[config.mk]
export PLATFORM = sky130hd
export DESIGN_NAME = gpio_in_port
export DESIGN_NICKNAME = d
export VERILOG_FILES = /design/src/rtl/gpio_in_pkg.sv /design/src/rtl/gpio_in_debounce.sv /design/src/rtl/gpio_in_port.sv
export SDC_FILE = /design/constraint.sdc
export NUM_CORES = 1
export LEC_CHECK = 0
export CORE_MARGIN = 1
export CORE_UTILIZATION = 59
export CTS_BUF_LIST = sky130_fd_sc_hd__clkbuf_4
export CTS_CLUSTER_SIZE = 24
export DETAILED_ROUTE_END_ITERATION = 10
export DONT_BUFFER_PORTS = 1
export GPL_TIMING_DRIVEN = 0
export MAX_ROUTING_LAYER = met4
export PLACE_DENSITY = 0.75
export SYNTH_ARGS = -nofsm -noshare
export SYNTH_HDL_FRONTEND = slang
export SYNTH_HIERARCHICAL = 1
export SYNTH_SLANG_ARGS = --single-unit
[constraint.sdc]
create_clock -name sys_clk -period 4.1 [get_ports sys_clk]
set_input_delay 0.615 -clock sys_clk [delete_from_list [all_inputs] [get_ports sys_clk]]
set_output_delay 0.615 -clock sys_clk [all_outputs]
set_load 0.05 [all_outputs]
[src/rtl/gpio_in_pkg.sv]
// Shared constants for the GPIO input port: register offsets inside the
// 4-byte window and field widths used by the debounce logic.
package gpio_in_pkg;

    // Byte offsets from BASE_ADDR of the two 16-bit registers
    localparam logic [1:0] REG_STAT = 2'd0;
    localparam logic [1:0] REG_EN   = 2'd2;

    // Register field width (one byte per field)
    localparam int FIELD_W = 8;

    // Debounce counter width, enough for DEB_CNT up to 15
    localparam int CNT_W = 4;

endpackage

[src/rtl/gpio_in_debounce.sv]
// One pin: 2-flop synchroniser, tick-sampled debounce counter, stable level
// and single-cycle rise/fall pulses when a new level is accepted.
// Ports: sys_clk, rst_n, pin_i (raw), tick_i (sample strobe),
//        level_o (debounced), rise_o / fall_o (1-cycle edge events).
module gpio_in_debounce
    import gpio_in_pkg::*;
#(
    parameter int DEB_CNT = 4
) (
    input  logic sys_clk,
    input  logic rst_n,
    input  logic pin_i,
    input  logic tick_i,
    output logic level_o,
    output logic rise_o,
    output logic fall_o
);

    logic             sync1_q;
    logic             sync2_q;
    logic [CNT_W-1:0] cnt_q;
    logic [CNT_W-1:0] cnt_d;
    logic [CNT_W-1:0] cnt_inc;
    logic             level_q;
    logic             level_d;
    logic             accept;

    always_comb begin
        cnt_d   = cnt_q;
        level_d = level_q;
        accept  = 1'b0;
        cnt_inc = cnt_q + 1'b1;
        if (tick_i) begin
            if (sync2_q == level_q) begin
                // any sample matching the current level restarts the count
                cnt_d = '0;
            end else if (cnt_inc == CNT_W'(DEB_CNT)) begin
                level_d = sync2_q;
                cnt_d   = '0;
                accept  = 1'b1;
            end else begin
                cnt_d = cnt_inc;
            end
        end
    end

    always_ff @(posedge sys_clk or negedge rst_n) begin
        if (!rst_n) begin
            sync1_q <= 1'b0;
            sync2_q <= 1'b0;
            cnt_q   <= '0;
            level_q <= 1'b0;
        end else begin
            sync1_q <= pin_i;
            sync2_q <= sync1_q;
            cnt_q   <= cnt_d;
            level_q <= level_d;
        end
    end

    // Edge pulses coincide with the cycle the new level is loaded
    assign rise_o  = accept & sync2_q;
    assign fall_o  = accept & ~sync2_q;
    assign level_o = level_q;

endmodule

[src/rtl/gpio_in_port.sv]
// Memory-mapped debounced GPIO input port with W1C edge flags and irq.
// Ports: sys_clk, rst_n, pin_in[WIDTH], dmem_addr/wen/byt/wdata (CPU bus),
//        dmem_rdata (data for last cycle's address, 0 when not addressed),
//        irq (registered OR of edge flags). Register layout assumes WIDTH=8.
module gpio_in_port
    import gpio_in_pkg::*;
#(
    parameter int WIDTH      = FIELD_W,
    parameter int BASE_ADDR  = 'h084,
    parameter int TICK_DIV   = 27000,
    parameter int DEB_CNT    = 4,
    parameter int ADDR_WIDTH = 16
) (
    input  logic                  sys_clk,
    input  logic                  rst_n,
    input  logic [WIDTH-1:0]      pin_in,
    input  logic [ADDR_WIDTH-1:0] dmem_addr,
    input  logic                  dmem_wen,
    input  logic                  dmem_byt,
    input  logic [15:0]           dmem_wdata,
    output logic [15:0]           dmem_rdata,
    output logic                  irq
);

    localparam int TW = (TICK_DIV > 1) ? $clog2(TICK_DIV) : 1;
    localparam logic [ADDR_WIDTH-1:0] BASE = ADDR_WIDTH'(BASE_ADDR);
    localparam logic [ADDR_WIDTH-1:0] SPAN = ADDR_WIDTH'(4);

    logic [TW-1:0]         tick_q;
    logic                  tick;

    logic [WIDTH-1:0]      level;
    logic [WIDTH-1:0]      rise;
    logic [WIDTH-1:0]      fall;

    logic [WIDTH-1:0]      flag_q;
    logic [WIDTH-1:0]      flag_d;
    logic [WIDTH-1:0]      rise_en_q;
    logic [WIDTH-1:0]      rise_en_d;
    logic [WIDTH-1:0]      fall_en_q;
    logic [WIDTH-1:0]      fall_en_d;
    logic [WIDTH-1:0]      clr;
    logic [WIDTH-1:0]      set_v;
    logic                  irq_q;

    logic [ADDR_WIDTH-1:0] addr_q;
    logic [ADDR_WIDTH-1:0] wsub;
    logic [ADDR_WIDTH-1:0] rsub;
    logic                  whit;
    logic                  rhit;
    logic                  stat_wr;
    logic                  en_wr;

    // Debounce sample strobe, one cycle per TICK_DIV cycles
    assign tick = (tick_q == TW'(TICK_DIV - 1));

    always_ff @(posedge sys_clk or negedge rst_n) begin
        if (!rst_n) begin
            tick_q <= '0;
        end else if (tick) begin
            tick_q <= '0;
        end else begin
            tick_q <= tick_q + 1'b1;
        end
    end

    for (genvar i = 0; i < WIDTH; i++) begin : g_pin
        gpio_in_debounce #(
            .DEB_CNT (DEB_CNT)
        ) u_deb (
            .sys_clk (sys_clk),
            .rst_n   (rst_n),
            .pin_i   (pin_in[i]),
            .tick_i  (tick),
            .level_o (level[i]),
            .rise_o  (rise[i]),
            .fall_o  (fall[i])
        );
    end

    // Write decode; bit 1 of the offset picks the register
    assign wsub    = dmem_addr - BASE;
    assign whit    = (dmem_addr >= BASE) && (wsub < SPAN);
    assign stat_wr = dmem_wen && whit && (wsub[1] == REG_STAT[1]);
    assign en_wr   = dmem_wen && whit && (wsub[1] == REG_EN[1]);

    always_comb begin
        clr       = '0;
        rise_en_d = rise_en_q;
        fall_en_d = fall_en_q;
        // a byte write to the level byte is ignored
        if (stat_wr && (!dmem_byt || wsub[0])) begin
            clr = dmem_wdata[15:8];
        end
        if (en_wr) begin
            if (!dmem_byt) begin
                rise_en_d = dmem_wdata[7:0];
                fall_en_d = dmem_wdata[15:8];
            end else if (wsub[0]) begin
                fall_en_d = dmem_wdata[15:8];
            end else begin
                rise_en_d = dmem_wdata[7:0];
            end
        end
    end

    // A new edge beats a W1C on the same bit
    assign set_v  = (rise & rise_en_q) | (fall & fall_en_q);
    assign flag_d = (flag_q & ~clr) | set_v;

    always_ff @(posedge sys_clk or negedge rst_n) begin
        if (!rst_n) begin
            flag_q    <= '0;
            rise_en_q <= '0;
            fall_en_q <= '0;
            irq_q     <= 1'b0;
            addr_q    <= '0;
        end else begin
            flag_q    <= flag_d;
            rise_en_q <= rise_en_d;
            fall_en_q <= fall_en_d;
            irq_q     <= |flag_q;
            addr_q    <= dmem_addr;
        end
    end

    // Read path from the registered address; odd addresses alias the word
    assign rsub = addr_q - BASE;
    assign rhit = (addr_q >= BASE) && (rsub < SPAN);

    always_comb begin
        dmem_rdata = 16'h0000;
        if (rhit) begin
            if (rsub[1] == REG_EN[1]) begin
                dmem_rdata = {fall_en_q, rise_en_q};
            end else begin
                dmem_rdata = {flag_q, level};
            end
        end
    end

    assign irq = irq_q;

endmodule
==> impl_metrics.json <==
{
  "timing.max_slew.rel_slack": 0.345,
  "io_pins": 61,
  "finalPower_w": 0.00169,
  "core-area_um2": 8720,
  "fin_crit_sh": 0.868,
  "die_width_um": 96.8,
  "finalSetupViolCount": 0,
  "syn-instance-count": 436,
  "route.detailed.vias_per_inst": 5.92,
  "period_minus_slack_ns": 3.56,
  "wire_per_inst_um": 17.7,
  "synth-edff-count": 0,
  "count_of_final_hold_check_violations": 0,
  "gr-usage-all-layers": 0.238,
  "vdd.ir_drop.worst_mv": 0.230,
  "startpoint": "addr_q[11]",
  "register_clock_pin_slew_on_the_reported_worst_setup_and_hold_paths_ns": 0.17,
  "cp_data_required_time_ns": 3.48,
  "wp_data_arrival_ns": 2.95,
  "critical_path_peak_fanout": 10,
  "cts.root.buffer_cell": "clkbuf_4",
  "transition_time_of_the_tightest_slew_check_pin_ns": 0.979,
  "place_ws_ns": 1.06,
  "max-cap-violations": 0,
  "timing.critical_path.from_type": "flip-flop",
  "postSynthNetCount": 489,
  "max_freq_ghz": 0.281,
  "cts_max_level": 3,
  "tritoncts_num_sinks": 111,
  "standby_leakage_power_nw": 2.41,
  "vias": 3326,
  "area_delta_synth_final_pct": 6.04,
  "first_pass_grt_wire_length_um": 17100,
  "postCtsSetupBuffers": 0,
  "clock_power_share": 0.307,
  "power_internal_w": 0.00127,
  "fin_ws_ns": 0.539,
  "critical-path-top-delay-family": "simple AND/OR/NAND/NOR gates",
  "worst_skew_pair.late_latency_ns": 0.47,
  "max-clock-path-buffers": 2,
  "reg2reg_to": "flag_q[4]",
  "switching_share": 0.251,
  "fp.dieH_um": 96.8,
  "seqPwrFrac": 0.663,
  "cp-end-kind": "primary output",
  "layout_cells_sized_above_1": 0.200,
  "finalWeightedCongestion": 0.841,
  "clock_skew_after_layout_ns": 0.0201,
  "crit-reg2reg-launch": "tick_q[7]",
  "path_class": "reg -> out",
  "antenna_found_initial": 0,
  "place.detailed.hpwl_um": 6920,
  "largest_net_degree_at_the_start_of_global_routing": 112,
  "postSynthAreaPerCell_um2": 12.2,
  "share_comb_of_total_power": 0.030,
  "drtAntennaViolNets": 0,
  "drt_iter0_markers": 164,
  "sequential_element_share_of_the_synthesized_area": 0.524,
  "slack_of_the_worst_reg_to_reg_path_ns": 1.44,
  "async_flop_share": 1.00,
  "core.rowCount": 34,
  "design.die.area_um2": 9370,
  "hp-class": "in -> async",
  "mappedNetlistArea_um2": 5300,
  "yosys_most_used_dff": "dfrtp_1",
  "cts_buffers": 9,
  "synth.ff_latch_count": 111,
  "tritoncts": "built",
  "rsz0062_at_grt": "no",
  "drc": 0,
  "depth_of_the_critical_timing_path_with_buffers_and_inverters_included": 4,
  "cts_resized": 0,
  "grt_pass1_vias": 3515,
  "cp_cell_sequence": "nor4_1 -> nand4_1 -> clkbuf_1 -> nor2_1",
  "power.net_switching_w": 0.000425,
  "registers_with_the_most_flip_flops": "g_pin.u_deb/cnt_q (32), addr_q (15), tick_q (15)",
  "worstRegToRegCells": 9,
  "floorplan.initialDensity": 0.608,
  "globalRoute.totalOverflow": 0,
  "outcome": "finished, final reports clean",
  "worst_path_largest_cell_delay_ns": 0.84,
  "io_buffers": 0,
  "firstDrtPassIters": 4,
  "finish.net_count": 502,
  "power_per_standard_cell_area_nw_per_um2": 301,
  "critical-path-slowest-cell": "nor2_1",
  "netlist-cell-type-count": 37,
  "slew_viol_final": 0,
  "timing.setup.tns_ns": 0,
  "registers.top_by_ff_count": "g_pin.u_deb/cnt_q",
  "cp_num_buf_inv": 1,
  "synth_warnings": 6,
  "largest_reg_flops": 32,
  "route.final.wire_length_um": 9930,
  "insertedDiodeCount": 0,
  "endpoint": "dmem_rdata[7]"
}
worst reg2reg max path: cells and delay by family, from the launching register on:
family / cells / cell delay, ns
AND/OR/NAND/NOR: 6 / 1.15
flip-flops: 1 / 0.47
buffers and inverters: 2 / 0.92
AO/OA/AOI/OAI: 1 / 0.09
final cells by class:
type / count / area [µm²]
Buffer: 5 / 21.3
Clock buffer: 9 / 67.6
Clock inverter: 7 / 68.8
Fill cell: 685 / 3100
Inverter: 25 / 93.8
Multi-Input combinational cell: 295 / 2410
Sequential cell: 111 / 2780
Tap cell: 108 / 135
Timing Repair Buffer: 2 / 47.5
cells in the mapped netlist (9+ instances only):
cell / number / area share
mux2i_1: 16 / 0.030
mux2_4: 16 / 0.045
o21ai_0: 16 / 0.015
dfrtp_1: 111 / 0.52
nor2b_1: 9 / 0.011
nor2_1: 30 / 0.021
nand2_1: 21 / 0.015
nand2b_1: 9 / 0.011
xnor2_1: 17 / 0.028
nand3_1: 24 / 0.023
ha_1: 9 / 0.021
inv_1: 25 / 0.018
power by group through the flow:
stage | clock network [W] | logic [W] | registers, W
after floorplan | 0 | 0.0000236 | 0.00114
after global placement | 0 | 0.0000283 | 0.00114
after detailed placement | 0 | 0.0000284 | 0.00114
after CTS | 0.000538 | 0.0000528 | 0.00112
after global routing | 0.000576 | 0.0000581 | 0.00112
final | 0.000519 | 0.0000513 | 0.00112
cells in the final DEF (no fill, tap or decap), types with 2 or more instances in the layout:
cell,Yosys,layout
nor4b_4,3,3
mux2_4,16,16
a22oi_1,8,8
and4_1,8,8
dfrtp_1,111,111
nand2_2,8,8
xnor2_1,17,17
nand4_1,7,7
xor2_1,4,4
o31ai_2,8,8
nand2b_1,9,9
xor2_2,8,8
nand2_1,21,21
nor4_1,7,7
o21ai_0,16,16
clkbuf_1,4,3
o22ai_1,8,8
nor3b_1,8,8
a31oi_1,8,8
nor3_1,5,5
ha_1,9,9
nor3b_2,8,8
nand3_1,24,24
nand3b_1,8,8
clkinvlp_4,0,2
nor2_1,30,30
clkinv_4,0,2
clkbuf_4,0,9
mux2_2,8,8
o41ai_2,8,8
mux2i_1,16,16
nor2b_1,9,9
inv_1,25,25
stage by stage:
step                      instance area, µm²  hold WS (ns)   util  std cells
final                                   5620        0.0639  0.644        562
after global routing                    5620        0.0560  0.644        562
after CTS                               5620        0.0576  0.644        562
after detailed placement                5460         0.322  0.626        545
after global placement                  5440         0.323  0.623        544
after floorplan                         5300         0.319      -        436
per-layer routing:
layer,vias up,GRT usage,wire [µm]
met4,0,0.0677,136
met2,91,0.363,4720
met5,-,-,0
met1,1642,0.319,4550
met3,13,0.0585,515
li1,1580,-,-
repair_timing:
action / 4_1_cts / 5_1_grt
endpoints found under the setup margin: 0 / 0
hold buffers: 1 / 0
hold endpoints to repair: 111 / 0
worst min path at each step:
stage | from | endpoint | slack (ns)
floorplan | rst_n | addr_q[10] | 0.32
global placement | rst_n | g_pin[1].u_deb/cnt_q[3] | 0.32
detailed placement | rst_n | g_pin[1].u_deb/cnt_q[3] | 0.32
CTS | rst_n | tick_q[6] | 0.06
global route | rst_n | tick_q[8] | 0.06
finish | rst_n | g_pin[1].u_deb/sync1_q | 0.06
kinds of logic (layout without fill, tap and decap cells):
logic type / after synthesis / count (layout) / share of synthesized area
AND/OR/NAND/NOR: 160 / 160 / 0.189
flip-flops: 111 / 111 / 0.524
AO/OA/AOI/OAI: 57 / 57 / 0.0925
multiplexers: 40 / 40 / 0.0925
buffers and inverters: 30 / 48 / 0.0215
XOR/XNOR: 29 / 29 / 0.0593
adder cells (fa/ha/maj): 9 / 9 / 0.0212
Note: power is estimated with default switching activity, not from simulation.
